[src/rtl/mm_timer.sv]
// rtl/mm_timer.sv - memory-mapped countdown timer with interrupt; optional prescaler under TIMER_PRESCALE_EN
module mm_timer #(
   parameter logic [31:0] PRESET_RST = 32'h0
) (
   input  logic        clk,
   input  logic        reset,
   input  logic        Sel,
   input  logic [31:0] Addr,
   input  logic        WE,
   input  logic [3:0]  BE,
   input  logic [31:0] WD,
   output logic [31:0] RD,
   output logic        IRQ
);

   typedef enum logic [1:0] {
      S_IDLE  = 2'd0,
      S_LOAD  = 2'd1,
      S_COUNT = 2'd2,
      S_INT   = 2'd3
   } state_t;

   localparam logic [1:0] A_CTRL      = 2'd0;
   localparam logic [1:0] A_PRESET    = 2'd1;
   localparam logic [1:0] A_COUNT     = 2'd2;
   localparam logic [1:0] A_PRESCALE  = 2'd3;
   localparam logic [1:0] MODE_RELOAD = 2'd1;

   state_t      state;
   logic [3:0]  ctrl;
   logic [31:0] preset;
   logic [31:0] count;
   logic        pending;

   logic        wr;
   logic        wr_ctrl;
   logic        wr_preset;
   logic        ctrl_load;
   logic        force_idle;
   logic        tick;
   logic        pend_set;
   logic        pend_clr;
   logic        unused_addr;

`ifdef TIMER_PRESCALE_EN
   logic [7:0]  prescale;
   logic [7:0]  pcnt;
   logic        wr_prescale;
`endif

   assign wr          = Sel & WE;
   assign wr_ctrl     = wr & (Addr[3:2] == A_CTRL);
   assign wr_preset   = wr & (Addr[3:2] == A_PRESET);
   assign ctrl_load   = wr_ctrl & BE[0];
   assign force_idle  = ctrl_load & ~WD[0];
   assign unused_addr = ^{Addr[31:4], Addr[1:0]};

`ifdef TIMER_PRESCALE_EN
   assign wr_prescale = wr & (Addr[3:2] == A_PRESCALE);
   assign tick        = (pcnt == 8'd0);
`else
   assign tick        = 1'b1;
`endif

   // Expiry sets pending even if a CPU clear lands on the same edge.
   assign pend_set = (state == S_COUNT) & ctrl[0] & (count == 32'd0);
   assign pend_clr = wr_ctrl | wr_preset |
                     ((state == S_INT) & (ctrl[2:1] == MODE_RELOAD));

   assign IRQ = ctrl[3] & pending;

   always_ff @(posedge clk or posedge reset) begin
      if (reset) begin
         state    <= S_IDLE;
         ctrl     <= 4'd0;
         preset   <= PRESET_RST;
         count    <= 32'd0;
         pending  <= 1'b0;
`ifdef TIMER_PRESCALE_EN
         prescale <= 8'd0;
         pcnt     <= 8'd0;
`endif
      end else begin
         case (state)
            S_IDLE: begin
               if (ctrl[0]) state <= S_LOAD;
            end
            S_LOAD: begin
               count <= preset;
`ifdef TIMER_PRESCALE_EN
               pcnt  <= prescale;
`endif
               state <= S_COUNT;
            end
            S_COUNT: begin
               if (!ctrl[0]) begin
                  state <= S_IDLE;
               end else if (count == 32'd0) begin
                  state <= S_INT;
               end else if (!force_idle) begin
                  // A disabling write freezes COUNT at the value it holds now.
`ifdef TIMER_PRESCALE_EN
                  if (tick) begin
                     count <= count - 32'd1;
                     pcnt  <= prescale;
                  end else begin
                     pcnt  <= pcnt - 8'd1;
                  end
`else
                  if (tick) count <= count - 32'd1;
`endif
               end
            end
            S_INT: begin
               if (ctrl[2:1] == MODE_RELOAD) begin
                  state <= S_LOAD;
               end else begin
                  ctrl[0] <= 1'b0;
                  state   <= S_IDLE;
               end
            end
            default: state <= S_IDLE;
         endcase

         if (pend_set) begin
            pending <= 1'b1;
         end else if (pend_clr) begin
            pending <= 1'b0;
         end

         // CPU writes come last so they override FSM updates on the same edge.
         if (ctrl_load) ctrl <= WD[3:0];
         if (force_idle) state <= S_IDLE;

         for (int i = 0; i < 4; i++) begin
            if (wr_preset && BE[i]) preset[8*i +: 8] <= WD[8*i +: 8];
         end

`ifdef TIMER_PRESCALE_EN
         if (wr_prescale && BE[0]) prescale <= WD[7:0];
`endif
      end
   end

   always_comb begin
      RD = 32'd0;
      case (Addr[3:2])
         A_CTRL:     RD = {28'd0, ctrl};
         A_PRESET:   RD = preset;
         A_COUNT:    RD = count;
`ifdef TIMER_PRESCALE_EN
         A_PRESCALE: RD = {24'd0, prescale};
`else
         A_PRESCALE: RD = 32'd0;
`endif
         default:    RD = 32'd0;
      endcase
   end

endmodule

[config.mk]
export PLATFORM = sky130hd
export DESIGN_NAME = mm_timer
export DESIGN_NICKNAME = d
export VERILOG_FILES = /design/src/rtl/mm_timer.sv
export SDC_FILE = /design/constraint.sdc
export NUM_CORES = 1
export LEC_CHECK = 0
export ABC_CLOCK_PERIOD_IN_PS = 3400
export BUFFER_PORTS_ARGS = -buffer_cell sky130_fd_sc_hd__buf_2
export CORE_ASPECT_RATIO = 1.1
export CORE_MARGIN = 2
export CORE_UTILIZATION = 31
export CTS_BUF_LIST = sky130_fd_sc_hd__clkbuf_16
export DETAILED_ROUTE_END_ITERATION = 8
export PLACE_DENSITY = 0.56
export REMOVE_ABC_BUFFERS = 1
export SETUP_SLACK_MARGIN = 0.3
export SYNTH_ARGS = -nofsm -noshare
export SYNTH_HDL_FRONTEND = slang
export SYNTH_SLANG_ARGS = --single-unit
[constraint.sdc]
create_clock -name clk -period 3.4 [get_ports clk]
set_input_delay 0.34 -clock clk [delete_from_list [all_inputs] [get_ports clk]]
set_output_delay 0.34 -clock clk [all_outputs]
set_load 0.02 [all_outputs]
==> metrics.txt <==
status complete, no violations; critical path arrival 2.90 ns; P_sw 1.571 mW; internal power 2.338 mW; crit share post-route 0.7817; ratio of cells with drive above 1 in the final layout 0.3077; clock share of power 0.231; hold_buf cts 0; post-CTS sizing 0; reg2reg path depth 7; die width between 100 and 150 um; clk slew on worst S/H paths 0.06 ns; Area contributors post-synth dfrtp_1 43%, mux2_2 9.6%, a22o_1 6.4%; Cell variety after synth 50; clock latency at the later pin of the worst-skew pair 0.33 ns; Synth top area share 0.4341; crit-path max cell delay 0.51 ns; Post-CTS Setup Inserts 0; port bufs 74; startpoint types flop; YS warnings 0; unrepaired setup endpoints after global routing no; root buffer cell clkbuf_16; die area 14140 um^2; antenna cells 0; #FFs+latches synth 71; Rows 44; WL final 11840 um; max cap viols 0; CP max-delay cell nor4b_1; initial antenna violation count 0; pwr dens roughly 790 nW/um^2; fin nets 562; Core Area 13050 um^2; fillcell total 1310; slew of the pin with the lowest slew margin 0.7246 ns; CTS max path bufs 2; number of global-route vias before repair 3678; first-pass GRT wire length 19350 um; Synth-to-Final Area Change 21.00%; Area after DPL 4671 um^2; Period minus WS final 2.658 ns; setup TNS 0 ns; largest net degree at the start of global routing 51; cells along the critical path inv_1 > ha_1 > nor4b_1 > nand4b_1 > or3_1 > nand2_2 > a2bb2oi_1; critical path class flop to flop; # setup viols final 0; max_slew headroom 0.5132; DRC violations left 0; grt ovf 0; Hold Slack 0.09784 ns; Max Clock Freq 376.3 MHz; CTS tree yes; Mapped Area roughly 4000 um^2; CP Capture Type flop; Synth top cells by count 71 x dfrtp_1, 35 x mux2_2, 30 x a22o_1; Synth Flop Type dfrtp_1; area leader, netlist dfrtp_1; Util after Layout 0.3796; Routed Antenna Nets 0; clk sink count 71; Final Max Tran Viols 0; Initial Util 0.3137; Fin. Hold Viols 0; worst ir drop on vdd about 0.27 mV; vias 3794; Post-synth EDFFs 0; Critical Path RT 3.65 ns; Logic pwr share 0.382; top-count cell post-synth dfrtp_1; DP Wirelength 8096 um; Overall Global Routing Usage 0.1702; Final Cell Area 4952 um^2; share of the yosys chip area belonging to registers 0.4341; Clock Skew a little over 0.006 ns; Hold Crit Class primary input to async pin; Gate Count Post-Synth 418; Boundary Pins 105; syn avg cell area 9.791 um^2; switch share 0.4019; Die Y 124.5 um; Leakage around 2.1 nW; vias per cell a little under 6; drt pass-1 iters 5; Async SR Flop Fraction 1.000; routed len/inst 18.07 um; total chip power 3.909 mW; initial drt markers 223; Placer Congestion around 0.85; Seq pwr share 0.387; Inserted Clock Buffers 9; CP max FO 18; H-tree depth 3
## kinds of logic (layout without fill, tap and decap cells)
family                     Yosys count  count (layout)  synth area share
AOI/OAI and AO/OA                  138             138            0.2443
muxes                               40              40            0.1085
buffers and inverters               41             117           0.04158
and+or+nand+nor                    127             127            0.1684
DFF                                 71              71            0.4341
adders and majority gates            1               1          0.003057
## layer usage
metal / vias up / share of wire / GRT usage
li1: 1762 / - / -
met1: 1895 / 0.45 / 0.2397
met2: 124 / 0.48 / 0.2624
met3: 13 / 0.061 / 0.03747
met4: 0 / 0.013 / 0.04950
met5: - / 0 / 0
## metrics by stage
step	setup slack [ns]	instances
after floorplan	-0.2086	386
after global placement	0.8308	639
after detailed placement	0.7632	639
after CTS	0.7356	655
after global routing	0.5572	655
final	0.7422	655
## power by group through the flow
| stage | Combinational, mW | Sequential [mW] | Clock, mW |
|---|---|---|---|
| finish | 1.49 | 1.51 | 0.904 |
| global route | 1.65 | 1.56 | 0.970 |
| CTS | 1.50 | 1.51 | 0.928 |
| detailed placement | 1.49 | 1.52 | 0 |
| global placement | 1.46 | 1.51 | 0 |
| floorplan | 1.09 | 1.40 | 0 |
## final timing paths
kind | to | start | slack, ns
worst max-delay path | count[28] | count[0] | 0.74
worst min-delay path | preset[7] | reset | 0.1
worst max register to register | count[28] | count[0] | 0.74
worst min register to register | count[23] | count[23] | 0.53
max in group asynchronous | count[27] | reset | 2.87
min in group clk | preset[20] | WD[20] | 0.24
## cells in the final DEF, fill, tap and decap left out, drive strengths merged, types with 14 or more instances in the layout
cell type  count
buf           92
a22o          30
nor3          19
o211ai        14
o21ai         16
a21oi         20
nand2         29
nor2          16
nand3         15
dfrtp         71
mux2          35
o2bb2ai       15
## final cells by class
| cell class | instances | area [um^2] | area share |
|---|---|---|---|
| Tap cell | 161 | 201.4 | 0.04068 |
| Sequential cell | 71 | 1777 | 0.3588 |
| Inverter | 9 | 33.78 | 0.006822 |
| Timing Repair Buffer | 92 | 505.5 | 0.1021 |
| Clock inverter | 7 | 56.30 | 0.01137 |
| Multi-Input combinational cell | 306 | 2153 | 0.4348 |
| Clock buffer | 9 | 225.2 | 0.04548 |
## sequential cells by signal, indices dropped and copies added, names as in the netlist
signal,cells
preset,32
state,2
pending,1
ctrl,4
count,32
## worst max-delay path, delay by kind of cell (launching register included)
kind / cells / cell delay, ns
compound gates: 1 / 0.22
fa+ha+maj: 1 / 0.23
flops: 1 / 0.41
buf+inv: 1 / 0.14
simple gates: 4 / 1.56
Note: power is estimated with default switching activity, not from simulation.
